## src/rtl/uart_pkg.sv

```systemverilog
// Shared UART definitions: FSM state encoding and frame/oversampling constants
// used by both the receive and transmit engines.
package uart_pkg;

    typedef enum logic [1:0] {
        IDLE,
        START,
        DATA,
        STOP
    } uart_state_t;

    localparam int OVERSAMPLE = 16;
    localparam int DATA_BITS  = 8;
    localparam int MID_SAMPLE = 8;

endpackage

```

## src/rtl/uart_baud_tick.sv

```systemverilog
// Oversample tick generator: pulses tick once every BAUD_DIV clocks and
// restarts its count on clear so the phase can be aligned to a start edge.
module uart_baud_tick #(
    parameter int BAUD_DIV = 163
) (
    input  logic clk,
    input  logic reset,
    input  logic clear,
    output logic tick
);

    localparam int CW = (BAUD_DIV > 2) ? $clog2(BAUD_DIV) : 1;

    logic [CW-1:0] count;

    assign tick = (count == CW'(BAUD_DIV - 1));

    always_ff @(posedge clk or negedge reset) begin
        if (!reset) begin
            count <= '0;
        end else if (clear || tick) begin
            count <= '0;
        end else begin
            count <= count + 1'b1;
        end
    end

endmodule

```

## src/rtl/uart_rx.sv

```systemverilog
// 8N1 UART receiver with 16x oversampling, break/low-line arming guard and a
// one-entry holding register with valid/ack handshake.
module uart_rx
    import uart_pkg::*;
#(
    parameter int BAUD_DIV = 163
) (
    input  logic       clk,
    input  logic       reset,
    input  logic       rxd,
    output logic [7:0] rx_data,
    output logic       rx_valid,
    input  logic       rx_ack,
    output logic       rx_frame_err,
    output logic       rx_overrun,
    output logic       rx_busy
);

    localparam int SW = $clog2(OVERSAMPLE);
    localparam int BW = $clog2(DATA_BITS);

    logic                 sync1;
    logic                 rxs;
    logic [1:0]           primed;
    logic                 armed;
    uart_state_t          state;
    uart_state_t          state_next;
    logic [SW-1:0]        sample_cnt;
    logic [SW-1:0]        sample_next;
    logic [BW-1:0]        bit_cnt;
    logic [BW-1:0]        bit_next;
    logic [DATA_BITS-1:0] shift;
    logic [DATA_BITS-1:0] shift_next;
    logic                 tick;
    logic                 clear;
    logic                 load;
    logic                 ferr;

    uart_baud_tick #(
        .BAUD_DIV(BAUD_DIV)
    ) u_tick (
        .clk  (clk),
        .reset(reset),
        .clear(clear),
        .tick (tick)
    );

    // primed keeps the synchronizer's reset value of 1 from arming the
    // receiver before the real line level has propagated through both flops.
    always_ff @(posedge clk or negedge reset) begin
        if (!reset) begin
            sync1  <= 1'b1;
            rxs    <= 1'b1;
            primed <= 2'b00;
            armed  <= 1'b0;
        end else begin
            sync1  <= rxd;
            rxs    <= sync1;
            primed <= {primed[0], 1'b1};
            if (ferr) begin
                armed <= 1'b0;
            end else if (rxs && primed[1]) begin
                armed <= 1'b1;
            end
        end
    end

    always_ff @(posedge clk or negedge reset) begin
        if (!reset) begin
            state      <= IDLE;
            sample_cnt <= '0;
            bit_cnt    <= '0;
        end else begin
            state      <= state_next;
            sample_cnt <= sample_next;
            bit_cnt    <= bit_next;
        end
    end

    always_ff @(posedge clk) begin
        shift <= shift_next;
    end

    always_comb begin
        state_next  = state;
        sample_next = sample_cnt;
        bit_next    = bit_cnt;
        shift_next  = shift;
        clear       = 1'b0;
        load        = 1'b0;
        ferr        = 1'b0;
        case (state)
            IDLE: begin
                if (armed && !rxs) begin
                    state_next  = START;
                    clear       = 1'b1;
                    sample_next = '0;
                end
            end
            START: begin
                if (tick) begin
                    if (sample_cnt == SW'(MID_SAMPLE - 1)) begin
                        sample_next = '0;
                        bit_next    = '0;
                        state_next  = rxs ? IDLE : DATA;
                    end else begin
                        sample_next = sample_cnt + 1'b1;
                    end
                end
            end
            DATA: begin
                if (tick) begin
                    if (sample_cnt == SW'(OVERSAMPLE - 1)) begin
                        sample_next = '0;
                        shift_next  = {rxs, shift[DATA_BITS-1:1]};
                        bit_next    = bit_cnt + 1'b1;
                        if (bit_cnt == BW'(DATA_BITS - 1)) begin
                            state_next = STOP;
                        end
                    end else begin
                        sample_next = sample_cnt + 1'b1;
                    end
                end
            end
            STOP: begin
                if (tick) begin
                    if (sample_cnt == SW'(OVERSAMPLE - 1)) begin
                        sample_next = '0;
                        state_next  = IDLE;
                        load        = rxs;
                        ferr        = !rxs;
                    end else begin
                        sample_next = sample_cnt + 1'b1;
                    end
                end
            end
            default: state_next = IDLE;
        endcase
    end

    // A load always wins over a same-cycle ack; only an unacked full register overruns.
    always_ff @(posedge clk or negedge reset) begin
        if (!reset) begin
            rx_data      <= '0;
            rx_valid     <= 1'b0;
            rx_overrun   <= 1'b0;
            rx_frame_err <= 1'b0;
        end else begin
            rx_frame_err <= ferr;
            if (load) begin
                rx_data    <= shift;
                rx_valid   <= 1'b1;
                rx_overrun <= rx_valid && !rx_ack;
            end else begin
                rx_overrun <= 1'b0;
                if (rx_ack) begin
                    rx_valid <= 1'b0;
                end
            end
        end
    end

    assign rx_busy = (state != IDLE);

endmodule

```

## config.mk

```make
export PLATFORM = sky130hd
export DESIGN_NAME = uart_rx
export DESIGN_NICKNAME = d
export VERILOG_FILES = /design/src/rtl/uart_pkg.sv /design/src/rtl/uart_baud_tick.sv /design/src/rtl/uart_rx.sv
export SDC_FILE = /design/constraint.sdc
export NUM_CORES = 1
export LEC_CHECK = 0
export ABC_AREA = 1
export CELL_PAD_IN_SITES_DETAIL_PLACEMENT = 1
export CELL_PAD_IN_SITES_GLOBAL_PLACEMENT = 1
export CORE_ASPECT_RATIO = 0.75
export CORE_MARGIN = 2
export CORE_UTILIZATION = 46
export CTS_BUF_LIST = sky130_fd_sc_hd__clkbuf_8
export CTS_CLUSTER_SIZE = 8
export DETAILED_ROUTE_END_ITERATION = 8
export PLACE_DENSITY = 0.91
export REMOVE_ABC_BUFFERS = 1
export SLEW_MARGIN = 20
export SYNTH_ARGS = -nofsm -noshare
export SYNTH_HDL_FRONTEND = slang
export SYNTH_SLANG_ARGS = --single-unit
```

## constraint.sdc

```tcl
create_clock -name clk -period 2 [get_ports clk]
set_input_delay 0.4 -clock clk [delete_from_list [all_inputs] [get_ports clk]]
set_output_delay 0.4 -clock clk [all_outputs]
set_load 0.05 [all_outputs]
```

Word level (Yosys, flattened, before mapping)
Index checks and enable logic that the tools add are counted.
{"block": "word_totals", "register_bits": 41, "elab_cells": 83}
{"block": "classes", "n_addsub": 3, "eq_ne": 16, "n_mux": 35, "n_reduce_logical": 16}
{"cell": "4-bit two-way mux", "n": 5}
{"cell": "2-bit two-way mux", "n": 9}
{"cell": "1-bit two-way mux", "n": 13}
{"cell": "3-bit two-way mux", "n": 4}
{"cell": "4-bit one-hot mux with 3 select lines", "n": 1}
{"cell": "2-bit != test (second input constant)", "n": 5}
{"cell": "8-bit by 1-bit adder with 8-bit output (second input constant)", "n": 1}
{"cell": "8-bit equality test (second input constant)", "n": 1}
{"cell": "8-bit two-way mux", "n": 1}
{"cell": "2-bit by 1-bit != test with 1-bit output (second input constant)", "n": 4}
{"cell": "2-bit one-hot mux with 4 select lines", "n": 1}
{"cell": "8-bit AND reduction", "n": 1}
{"cell": "2-bit nonzero test", "n": 4}
{"cell": "3-bit one-hot mux with 2 select lines", "n": 1}
{"cell": "3-bit AND reduction", "n": 2}
{"cell": "5-bit AND reduction", "n": 1}
{"cell": "4-bit by 1-bit adder with 4-bit output (second input constant)", "n": 1}
{"cell": "2-bit equality test (second input constant)", "n": 2}
{"cell": "4-bit by 3-bit equality test with 1-bit output (second input constant)", "n": 1}
{"cell": "4-bit equality test (second input constant)", "n": 1}
{"cell": "3-bit by 1-bit adder with 3-bit output (second input constant)", "n": 1}
{"cell": "3-bit equality test (second input constant)", "n": 1}
{"cell": "1-bit logical AND", "n": 3}
{"cell": "2-bit by 1-bit equality test with 1-bit output (second input constant)", "n": 1}
{"cell": "4 further kinds", "n": 5}

Depth between registers and ports, before layout
{"block": "logic_depth", "depth_word": 6, "mapped_depth": 9, "depth_no_buf": 9}

Cells and area by module
From an unflattened synthesis, not the netlist that was laid out.
{"block": "hier_totals", "cells_unflattened": 188, "area_unflattened_um2": 1843.0}
{"mod": "uart_rx", "instances": 1, "cells_per_inst": 134, "area_each_um2": 1397.6, "seq_area_each_um2": 868.3}
{"mod": "uart_baud_tick", "instances": 1, "cells_per_inst": 54, "area_each_um2": 445.4, "seq_area_each_um2": 200.2}

Worst setup path before layout
OpenSTA, ideal clock, no wires.
{"block": "synth_path", "kind": "register -> register", "from": "register u_tick.count[0]", "to": "register shift[0] (enable)", "setup_ps": 376, "arrival_ps": 1331, "setup_slack_ps": 293, "stages_incl_launch_ff": 7, "path_cell_list": "dfrtp_1 > inv_1 > ha_1 > nand2_1 > nor2_2 > nand2_4 > nor3_2"}
{"block": "synth_via", "elab_chain_len": 2}
{"element": "start, declared", "line_no": "uart_baud_tick.sv:14", "text": "logic [CW-1:0] count;"}
{"element": "start signal, assigned", "line_no": "uart_baud_tick.sv:24", "text": "count <= count + 1'b1;"}
{"element": "8-bit equality test", "line_no": "uart_baud_tick.sv:16", "text": "assign tick = (count == CW'(BAUD_DIV - 1));"}
{"element": "3-bit AND reduction (no source line)"}
{"element": "end signal, assigned", "line_no": "uart_rx.sv:81", "text": "shift <= shift_next;"}
{"element": "end, declared", "line_no": "uart_rx.sv:32", "text": "logic [DATA_BITS-1:0] shift;"}
No other way between the ends.
A chain may end at the register's enable or synchronous reset.

Worst setup path in the final report
{"block": "layout_path", "from": "register rx_data[7]", "to": "output port rx_data[7]"}
{"element": "start, declared", "line_no": "uart_rx.sv:11", "text": "output logic [7:0] rx_data,"}
{"element": "start signal, assigned", "line_no": "uart_rx.sv:151", "text": "rx_data <= shift;"}
No word-level cell between the ends.

==> flow_summary.ini <==
[outcome]
status = complete, no violations

[yosys]
async_reset_ff_share_pct = 80.5
yosys.area_share.simple_pct = 28.9
synth_xor_area_share_pct = 0.966
avgSynthCellArea_um2 = 10.0
yosysTopAreaCellShare_pct = 42.8
yosysTopAreaCell = dfrtp_1
syn_inst = 181
ys_ff_latch = 41
synth_top_family_by_area = simple AND/OR/NAND/NOR gates
synth.yosys.seq_area_share_pct = 58.9
synth_fa_ha_area_share_pct = 3.45
synthTopCellsByArea = dfrtp_1 (43%), edfxtp_1 (13%), nand2_1 (13%)
synth_ff_type = dfrtp_1
yosys_warnings = 0
muxShareOfSynthArea_pct = 0
synth-compound-area-share_pct = 3.66
netlist_area_um2 = 1810
synth_edf_count = 8
synth_cell_types = 29

[clocking]
clk_latency_ns = 0.30
cts_made_buffers = 5
root_buffer = clkbuf_8
cts_tree = done
cts_sinks = 41
path_clk_slew_ns = 0.07
cts_max_level = 2
post-cts-setup-buffers = 0
clock_path_buffers = 2
cts_resized = 0
cts.hold.buffers_added = 0

[timing]
period_minus_slack_ns = 1.89
period_share_pct = 94.5
hold_viol = 0
hold_slack_ns = 0.360
grt_setup_unrepaired = false
finalSetupTns_ns = 0
slew_headroom_pct = 65.2
slew_violations = 0
fin_skew_ns = 0.0112
worst_pin_slew_ns = 0.518
finalSetupViolCount = 0
fmaxAchievable_mhz = 529

[final_layout]
layout.nets = 213
final_cell_mix = nand2_1 (62), dfrtp_1 (31), inv_1 (15)
final_cells = 257
drive_above_1_share_pct = 13.7
antenna_cells = 0
final_cell_area_um2 = 2160
fillers = 434
area_growth_pct = 18.9
layout_commonest_cell = nand2_1

[floorplan]
die_x_um = 76.5
io_pins = 16
die_y_um = 58.4
dieArea_um2 = 4470
start_util_pct = 48.9
core.rowCount = 19
coreArea_um2 = 3710

[critical_path]
startpoint_type = flip-flop
critPathCaptureType = output pin
crit_family = buffers and inverters
required_ns = 1.60
rr_endpoint = shift[4]
r2r_start = u_tick.count[0]
crit_cells = 1
max_stage_delay_ns = 0.82
path_buf_inv = 1
crit_slowest_cell = clkdlybuf4s50_1
reg2reg_depth = 7
path_cells = clkdlybuf4s50_1
worst-path-max-fanout = 2
reg2reg_slack_ns = 0.21
path_class = reg2out
worstPathArrival_ns = 1.49

[power]
p_total_w = 0.00237
peakVddDrop_v = 0.000695
p_leak_nw = 1.02
power_density_nw_per_um2 = 1100

[placement]
dp_hpwl_mm = 3.12
gp_congestion = 0.740
dp_cells = 249
place_area_um2 = 2050
portBuffers = 15

[worst_hold_path]
whs_endpoint = rxs
hold_path_class = reg2reg
whs_path_depth = 0
min-delay-start = sync1

[routing]
drc = 0
wl_per_cell_um = 17.2
via_per_inst = 5.39
firstDrtPassIters = 4
ant_nets = 0
drt_first_iter_violations = 93
vias = 1385
drt-total-wl_mm = 4.41

[global_routing]
grt_pass1_vias = 1488
grt_max_degree = 34
antenna_found_initial = 0
grt.total_usage_pct = 22.0
grt_pass1_wl_mm = 7.38
grt-ovfl-total = 0

[job]
drv_cap = 0
synthesized netlist by cell type, types with 2 or more instances:
| cell | number |
|---|---|
| a21oi_1 | 3 |
| dfrtp_1 | 31 |
| dfstp_2 | 2 |
| edfxtp_1 | 8 |
| ha_1 | 5 |
| inv_1 | 15 |
| inv_2 | 2 |
| nand2_1 | 62 |
| nand2_2 | 2 |
| nand3_1 | 8 |
| nand3_2 | 2 |
| nand4_1 | 6 |
| nor2_1 | 8 |
| nor2_2 | 2 |
| nor2_4 | 2 |
| nor3_1 | 2 |
| nor3_2 | 2 |
| nor3b_1 | 4 |
| o21ai_0 | 4 |
| xor2_1 | 2 |
area by class of cell:
class	count	area, µm²	share of cell area, %
clock buffers	5	68.8	3.19
clock inverters	3	41.3	1.91
inverters	17	63.8	2.96
multi-input cells	122	674	31.3
flip-flops and latches	41	1070	49.5
well taps	52	65.1	3.02
repair buffers	17	175	8.12
cell families after synthesis:
logic type / count (synthesis)
adders and majority gates: 5
buffers and inverters: 18
xor gates and xnor gates: 2
DFF: 41
AOI/OAI and AO/OA: 10
and+or+nand+nor: 104
other: 1
registers in the layout, indices dropped and copies added (netlist names), named ones only:
register and count:
armed 1, bit_cnt 3, primed 2, rx_data 8
rx_frame_err 1, rx_overrun 1, rx_valid 1, rxs 1
sample_cnt 4, shift 8, state 1, sync1 1
u_tick.count 8
layer usage:
| metal | track usage, % | vias to the layer above | share of wire [%] |
|---|---|---|---|
| met5 | 0 | - | 0 |
| met4 | 7.01 | 0 | 0.86 |
| met3 | 5.98 | 4 | 3.4 |
| met2 | 39.1 | 28 | 53 |
| met1 | 26.9 | 719 | 43 |
| li1 | - | 634 | - |
worst max path at each step:
stage | start | to | slack [ns]
6_report | rx_data[7] | rx_data[7] | 0.11
5_1_grt | rx_data[7] | rx_data[7] | 0.08
4_1_cts | rx_data[7] | rx_data[7] | 0.11
3_5_place_dp | u_tick.count[0] | shift[1] | 0.25
3_3_place_gp | u_tick.count[0] | shift[0] | 0.35
2_1_floorplan | u_tick.count[0] | shift[0] | 0.29
stage by stage:
step	util, %	setup WS (ns)
final	58.2	0.110
after global routing	58.2	0.0770
after CTS	58.2	0.108
after detailed placement	55.2	0.249
after global placement	55.2	0.353
after floorplan	-	0.293
power breakdown:
group	internal (W)	total (W)	switching [W]
Combinational	0.000217	0.000665	0.000448
Clock	0.000367	0.000665	0.000298
Sequential	0.000927	0.00104	0.000115
Note: power is estimated with default switching activity, not from simulation.
